[src/rtl/chan_mix.sv]
// chan_mix: consumer side of the DMA channel record stream.
// Pops 6-byte channel records (addrhi, addrmid, addrlo, frac, vl, vr) from a
// show-ahead FIFO. For each record it fetches two neighbouring signed samples,
// linearly interpolates between them by frac, scales the result by the left and
// right volumes, and accumulates one output frame. sync_stb latches the frame.
//
// Ports:
//   clk, rst_n           system clock, asynchronous active-low reset
//   ena                  global enable, gates FIFO pops only
//   sync_stb             1-cycle frame strobe
//   fifo_data/empty/rd   FIFO head byte, empty flag, combinational pop strobe
//   mem_addr/req         registered sample read address and request
//   mem_ack/data         request accepted, signed sample byte valid this cycle
//   sum_l/sum_r          registered signed frame sums (21 bit)
//   sum_cnt              records accumulated in the latched frame (0..32)
//   sum_stb              1-cycle pulse the cycle after sync_stb
module chan_mix (
  input  logic        clk,
  input  logic        rst_n,
  input  logic        ena,
  input  logic        sync_stb,
  input  logic [7:0]  fifo_data,
  input  logic        fifo_empty,
  output logic        fifo_rd,
  output logic [23:0] mem_addr,
  output logic        mem_req,
  input  logic        mem_ack,
  input  logic [7:0]  mem_data,
  output logic [20:0] sum_l,
  output logic [20:0] sum_r,
  output logic [5:0]  sum_cnt,
  output logic        sum_stb
);

  typedef enum logic [2:0] {
    COLLECT = 3'd0,
    FETCH0  = 3'd1,
    FETCH1  = 3'd2,
    INTERP  = 3'd3,
    MUL     = 3'd4,
    ACC     = 3'd5
  } state_e;

  state_e state_q, state_d;

  logic [2:0]         idx_q;
  logic [23:0]        addr_q;
  logic [7:0]         frac_q, vl_q, vr_q;
  logic [7:0]         s0_q, s1_q, s_q;
  logic signed [15:0] pl_q, pr_q;
  logic [20:0]        acc_l_q, acc_r_q;
  logic [5:0]         rec_cnt_q;
  logic               mem_req_q, mem_req_d;
  logic [23:0]        mem_addr_q, mem_addr_d;
  logic [20:0]        sum_l_q, sum_r_q;
  logic [5:0]         sum_cnt_q;
  logic               sum_stb_q;

  logic               mem_hit;
  logic signed [17:0] diff, frac_ext, prod, interp;
  logic [7:0]         s_d;
  logic signed [15:0] s_ext, vl_ext, vr_ext, pl_d, pr_d;
  logic [20:0]        term_l, term_r;

  // mem_ack only counts while a request is actually outstanding.
  assign mem_hit = mem_req_q & mem_ack;

  always_ff @(posedge clk or negedge rst_n) begin
    if (!rst_n) state_q <= COLLECT;
    else        state_q <= state_d;
  end

  always_comb begin
    state_d = state_q;
    case (state_q)
      COLLECT: if (fifo_rd && idx_q == 3'd5) state_d = FETCH0;
      FETCH0:  if (mem_hit) state_d = FETCH1;
      FETCH1:  if (mem_hit) state_d = INTERP;
      INTERP:  state_d = MUL;
      MUL:     state_d = ACC;
      ACC:     state_d = COLLECT;
      default: state_d = COLLECT;
    endcase
  end

  // Request and address are registered from the next state so they appear in
  // the first FETCH cycle and hold steady until acknowledged.
  always_comb begin
    fifo_rd    = (state_q == COLLECT) & ena & ~fifo_empty;
    mem_req_d  = (state_d == FETCH0) || (state_d == FETCH1);
    mem_addr_d = mem_addr_q;
    if (state_d == FETCH0)      mem_addr_d = addr_q;
    else if (state_d == FETCH1) mem_addr_d = addr_q + 24'd1;
  end

  // Interpolation at 18-bit signed: s0*256 + (s1-s0)*frac, floor-shifted by 8.
  always_comb begin
    diff     = {{10{s1_q[7]}}, s1_q} - {{10{s0_q[7]}}, s0_q};
    frac_ext = {10'd0, frac_q};
    prod     = diff * frac_ext;
    interp   = {{2{s0_q[7]}}, s0_q, 8'd0} + prod;
    s_d      = 8'(interp >>> 8);
    s_ext    = {{8{s_q[7]}}, s_q};
    vl_ext   = {8'd0, vl_q};
    vr_ext   = {8'd0, vr_q};
    pl_d     = s_ext * vl_ext;
    pr_d     = s_ext * vr_ext;
    term_l   = {{5{pl_q[15]}}, pl_q};
    term_r   = {{5{pr_q[15]}}, pr_q};
  end

  always_ff @(posedge clk or negedge rst_n) begin
    if (!rst_n) begin
      idx_q      <= 3'd0;
      addr_q     <= 24'd0;
      frac_q     <= 8'd0;
      vl_q       <= 8'd0;
      vr_q       <= 8'd0;
      s0_q       <= 8'd0;
      s1_q       <= 8'd0;
      s_q        <= 8'd0;
      pl_q       <= 16'sd0;
      pr_q       <= 16'sd0;
      mem_req_q  <= 1'b0;
      mem_addr_q <= 24'd0;
    end else begin
      mem_req_q  <= mem_req_d;
      mem_addr_q <= mem_addr_d;
      if (fifo_rd) begin
        idx_q <= (idx_q == 3'd5) ? 3'd0 : idx_q + 3'd1;
        case (idx_q)
          3'd0:    addr_q[23:16] <= fifo_data;
          3'd1:    addr_q[15:8]  <= fifo_data;
          3'd2:    addr_q[7:0]   <= fifo_data;
          3'd3:    frac_q        <= fifo_data;
          3'd4:    vl_q          <= fifo_data;
          3'd5:    vr_q          <= fifo_data;
          default: ;
        endcase
      end
      if (state_q == FETCH0 && mem_hit) s0_q <= mem_data;
      if (state_q == FETCH1 && mem_hit) s1_q <= mem_data;
      if (state_q == INTERP) s_q <= s_d;
      if (state_q == MUL) begin
        pl_q <= pl_d;
        pr_q <= pr_d;
      end
    end
  end

  // A record finishing on the sync edge opens the new frame instead of
  // landing in the frame being latched.
  always_ff @(posedge clk or negedge rst_n) begin
    if (!rst_n) begin
      acc_l_q   <= 21'd0;
      acc_r_q   <= 21'd0;
      rec_cnt_q <= 6'd0;
      sum_l_q   <= 21'd0;
      sum_r_q   <= 21'd0;
      sum_cnt_q <= 6'd0;
      sum_stb_q <= 1'b0;
    end else begin
      sum_stb_q <= sync_stb;
      if (sync_stb) begin
        sum_l_q   <= acc_l_q;
        sum_r_q   <= acc_r_q;
        sum_cnt_q <= rec_cnt_q;
        if (state_q == ACC) begin
          acc_l_q   <= term_l;
          acc_r_q   <= term_r;
          rec_cnt_q <= 6'd1;
        end else begin
          acc_l_q   <= 21'd0;
          acc_r_q   <= 21'd0;
          rec_cnt_q <= 6'd0;
        end
      end else if (state_q == ACC) begin
        acc_l_q <= acc_l_q + term_l;
        acc_r_q <= acc_r_q + term_r;
        if (rec_cnt_q != 6'd32) rec_cnt_q <= rec_cnt_q + 6'd1;
      end
    end
  end

  assign mem_req  = mem_req_q;
  assign mem_addr = mem_addr_q;
  assign sum_l    = sum_l_q;
  assign sum_r    = sum_r_q;
  assign sum_cnt  = sum_cnt_q;
  assign sum_stb  = sum_stb_q;

endmodule

[config.mk]
export PLATFORM = sky130hd
export DESIGN_NAME = chan_mix
export DESIGN_NICKNAME = d
export VERILOG_FILES = /design/src/rtl/chan_mix.sv
export SDC_FILE = /design/constraint.sdc
export NUM_CORES = 1
export LEC_CHECK = 0
export CAP_MARGIN = 20
export CORE_ASPECT_RATIO = 1.25
export CORE_MARGIN = 8
export CORE_UTILIZATION = 35
export DETAILED_ROUTE_END_ITERATION = 8
export GPL_TIMING_DRIVEN = 0
export MAX_ROUTING_LAYER = met4
export PLACE_DENSITY = 0.51
export REMOVE_ABC_BUFFERS = 1
export SETUP_SLACK_MARGIN = 0.5
export SYNTH_ARGS = -nofsm -noshare
export SYNTH_HDL_FRONTEND = slang
export SYNTH_SLANG_ARGS = --single-unit
[constraint.sdc]
create_clock -name clk -period 6.4 [get_ports clk]
set_input_delay 0.64 -clock clk [delete_from_list [all_inputs] [get_ports clk]]
set_output_delay 0.64 -clock clk [all_outputs]
set_load 0.1 [all_outputs]
# == Word level (Yosys, flattened, before mapping) ==
# Index checks and enable logic that the tools add are counted.
# word_totals
regBits,232
input_bits,22
elab_cells,82
# op_classes
n_addsub,7
n_mul,3
n_eq_ne,13
muxes,17
bitwise,4
reduce_logical,16
# ops
op,n
two-way mux 21 bit,6
two-way mux 24 bit,2
adder 21 bit,2
multiplier 8 x 9 -> 16 bit,2
adder 24 x 1 -> 24 bit (second input constant),1
two-way mux 6 bit,3
adder 16 bit,1
multiplier 9 x 9 -> 16 bit,1
== test 3 x 2 -> 1 bit (second input constant),5
case mux 3 bit (5 select lines),1
AND reduction 2 bit,7
== test 3 bit (second input constant),4
two-way mux 3 bit,4
== test 3 x 1 -> 1 bit (second input constant),3
subtractor 8 x 8 -> 9 bit,1
adder 6 x 1 -> 6 bit (second input constant),1
zero test 3 bit,2
!= test 6 bit (second input constant),1
nonzero test 2 bit,3
adder 3 x 1 -> 3 bit (second input constant),1
bitwise AND 1 bit,3
logical AND 1 bit,3
logical OR 1 bit,1
two-way mux 1 bit,1
inverter 1 bit,1

# == Logic depth before layout (Yosys ltp) ==
# depth
ltp_word,9
depth_mapped,29
depth_no_buf,29

# == Worst setup path after synthesis ==
# OpenSTA, ideal clock, no wires.
# synth_path
path_kind,register to register
start,register s0_q[0]
end,register s_q[7]
arrival_ns,6.057
required_ns,6.273
path_slack_ns,0.216
path_stages_with_launch,26
path_buffers,0
cell_sequence,dfrtp_1 > ha_1 > fa_1 > nor2b_1 > o21ai_0 > a21boi_1 > o21ai_0 > nand2b_1 > xor2_1 > nand2_1 > fa_1 > inv_1 > fa_1 > fa_1 > fa_1 > inv_1 > fa_1 > inv_1 > ha_1 > or2_2 > a21oi_1 > o31ai_1 > a21o_1 > a21oi_1 > xnor2_1 > o21ai_1
# synth_via
elab_chain_cells,3
# synth_rtl
item,line_no,source
start: declaration,49,"logic [7:0] s0_q, s1_q, s_q;"
start signal: assignment,141,if (state_q == FETCH0 && mem_hit) s0_q <= mem_data;
subtractor 8 x 8 -> 9 bit,98,"diff = {{10{s1_q[7]}}, s1_q} - {{10{s0_q[7]}}, s0_q};"
multiplier 9 x 9 -> 16 bit,100,prod = diff * frac_ext;
adder 16 bit *,101,"interp = {{2{s0_q[7]}}, s0_q, 8'd0} + prod;"
end signal: assignment,121,s_q <= 8'd0;
end signal: assignment,143,if (state_q == INTERP) s_q <= s_d;
end: declaration,49,
# Mark *: on every way between the ends. The rest lies on a longest branch, timed or not.
# A chain may end at the register's enable or synchronous reset.

# == Final worst setup path ==
# Ends and elaborated chain as after synthesis.

==> flow_metrics.tcl <==
set metrics [dict create \
    critical_path.most_common_cell "fa_1" \
    antenna_found_initial 0 \
    clock_insertion_delay_worst_skew_ns 0.57 \
    nFillCells 5141 \
    fp_rows 94 \
    synth_top_cell_area_share 0.316 \
    ant_diodes 0 \
    tritoncts.num_buffers 28 \
    area_growth_syn_to_fin_pct 18.1 \
    number_of_synthesized_register_bits 232 \
    worst_slew_margin_rel 0.312 \
    critical_path_required_ns 6.83 \
    period_minus_slack_ns 6.20 \
    synth_cell_type_count 70 \
    worst_setup_hold_path_clk_slew_ns 0.06 \
    drt_iter0_markers 576 \
    avgViaCountPerCell 4.93 \
    detailed_place_hpwl_microns 30200 \
    design.final.nets 2284 \
    crit_type "reg2reg" \
    final.setup.tns_ns 0 \
    maximum_operating_frequency_mhz 161 \
    hold_path.class "in2reg" \
    critical-path-slowest-cell "fa_1" \
    grtUsageTotal 0.141 \
    cts.sink_count 232 \
    seq_area_frac_synth 0.316 \
    overall_routed_net_length_microns 41000 \
    timing.clock.skew_ns 0.0104 \
    clock_tree.htree_level_count 1 \
    run_status "complete, no violations" \
    start_util 0.352 \
    worst_slew_pin_slew_ns 1.03 \
    worst_setup_path_end_kind "flip-flop" \
    arrival_ns 6.63 \
    min_period_over_period 0.969 \
    worst_setup_path_start_kind "flip-flop" \
    route.vias.total 13100 \
    place_congestion 0.805 \
    die_width_microns 221 \
    syn-mean-instance-area_sq_um 9.89 \
    vias_in_the_first_global_route 13700 \
    design.portCount 97 \
    grt_first_pass_wirelength_microns 70000 \
    critical_path_peak_fanout 4 \
    timing.critical_path.slowest_cell_delay_ns 0.54 \
    yosys_warnings 0 \
    setup-violations-final 0 \
    die_area_sq_um 60100 \
    post_route_cells_drive_above_1_share 0.144 \
    drc_errors 0 \
    tritoncts "built" \
    final-hold-violation-count 0 \
    synth_ff_type "dfrtp_1" \
    synth_edf_count 0 \
    routed_wire_length_per_instance_microns 15.5 \
    cts_buffer_depth 3 \
    ys_async_sr_fraction 1.00 \
    timing.hold.ws_ns 0.491 \
    synthesis.instances 1857 \
    grt_max_degree 111 \
    netlist_top_cells_area "dfrtp_1 (32%), fa_1 (15%), ha_1 (11%)" \
    placement.io_buffers 96 \
    floorplan.die.height_microns 272 \
    core_area_sq_um 52200 \
    antenna_left 0 \
    rsz0062_at_grt "yes" \
    final_max_slew_viol_count 0 \
    root_buffer "clkbuf_16" \
    syn_area_sq_um 18400 \
    firstDrtPassIters 6 \
    globalRoute.totalOverflow 0 \
    drv.max_cap_violation_count 0 \
    netlist.top_cell.by_area "dfrtp_1" \
]
registers in the layout, summed over array words and instances, names as in the netlist, 3 cells and up:
register   flops
mem_addr      24
addr_q        24
idx_q          3
sum_cnt        6
vr_q           8
pl_q          16
state_q        3
s0_q           8
vl_q           8
acc_r_q       21
frac_q         8
s1_q           8
pr_q          16
rec_cnt_q      6
sum_r         21
s_q            8
sum_l         21
acc_l_q       21
synth_stat cells (3+ instances only):
cell type,n
o22ai_1,3
buf_1,6
a21boi_1,4
mux2i_1,13
o211ai_1,6
ha_1,163
nand3_1,55
a211oi_1,6
dfrtp_1,232
nand3b_1,7
nand4_1,8
clkbuf_1,52
inv_1,216
o31ai_1,10
a31oi_1,4
xnor2_1,54
nor3_1,18
and3_1,9
mux2_2,111
a21o_1,16
and2_1,90
xor2_1,41
nor2b_1,20
o21ai_1,19
o21bai_1,11
o21a_1,12
nand2_1,161
fa_1,137
buf_2,8
o21ai_0,87
nor2_1,92
or3_1,3
a21oi_1,92
nand2b_1,29
nor3b_1,9
nor4b_1,4
cell type report:
cell class	instances	area [sq um]	area share
multi-input combinational	1343	11900	0.547
sequential	232	5810	0.268
timing repair buffer	141	1460	0.0673
tap	672	841	0.0388
inverter	216	813	0.0375
clock buffer	38	788	0.0364
clock inverter	8	108	0.00496
critical path: cells and delay by family (launching register included):
kind                       cells  cell delay [ns]
DFF                            1             0.40
adders and majority gates      8             3.30
AOI/OAI and AO/OA              8             1.09
and+or+nand+nor                4             0.59
xor gates and xnor gates       2             0.41
buffers and inverters          4             0.27
what timing repair did:
item                                    4_1_cts  5_1_grt
setup buffers                                31        4
resized for setup                            63       25
endpoints found under the setup margin        8        8
endpoints found under the hold margin        47        0
hold buffers                                  1        0
pin swaps                                    64       27
gates cloned                                  0        0
through the flow:
step	setup WS, ns	std cells	utilization	cell area, sq um
final	0.196	2650	0.415	21700
after global routing	-0.0609	2650	0.415	21700
after CTS	0.260	2646	0.413	21500
after detailed placement	-0.576	2568	0.385	20100
after global placement	-5.84	2559	0.381	19900
after floorplan	0.205	1791	-	18100
metal layers:
layer	global-route usage	vias to the layer above	routed length (microns)
met3	0.0173	58	1270
met4	0.0378	0	894
li1	-	6391	-
met1	0.171	6473	18400
met5	-	-	0
met2	0.247	143	20400
cell families after synthesis:
| logic type | synth area share |
|---|---|
| AND/OR/NAND/NOR | 0.147 |
| adder cells (fa/ha/maj) | 0.260 |
| AO/OA/AOI/OAI | 0.0970 |
| buffers and inverters | 0.0582 |
| flip-flops | 0.316 |
| multiplexers | 0.0758 |
| XOR/XNOR | 0.0453 |
final timing paths:
| kind | start | end | slack [ns] | cells after the start |
|---|---|---|---|---|
| setup / recovery | s0_q[0] | s_q[7] | 0.20 | 26 |
| min in group asynchronous | rst_n | sum_stb | 0.57 | 2 |
| hold reg to reg | sum_l[19] | sum_l[19] | 0.50 | 1 |
| setup reg to reg | s0_q[0] | s_q[7] | 0.20 | 26 |
| max in group asynchronous | rst_n | mem_addr[16] | 4.91 | 3 |
| hold / removal | sync_stb | sum_stb | 0.49 | 1 |
cell usage in the layout, fill, tap and decap left out, types with 6 or more instances in the layout:
master           Yosys  routed
o211ai_1             6       6
o31ai_1             10       8
a211oi_1             6       6
and3_1               9       9
clkdlybuf4s50_1      0      94
buf_4                0      30
xnor2_1             54      48
dfrtp_1            232     232
nand3_1             55      55
xnor2_2              0       6
a21oi_2              1       7
nand2b_1            29      29
nor3b_1              9       9
clkbuf_16            0      28
nand3b_1             7       7
nor2b_1             20      20
mux2i_1             13      13
fa_1               137     132
nor3_1              18      16
xor2_1              41      39
ha_1               163     154
nor2_1              92      89
a21o_1              16      16
o21bai_1            11      11
ha_4                 0       9
inv_1              216     205
and2_1              90      88
a21oi_1             92      85
inv_2                0      10
o21ai_0             87      83
nand4_1              8       8
mux2_2             111     111
o21ai_1             19      21
nand2_1            161     151
buf_6                0       7
o21a_1              12      11
Power is left out: the tool's default activity adds up to more than one toggle a clock period on the data nets, which glitch-free logic cannot reach.
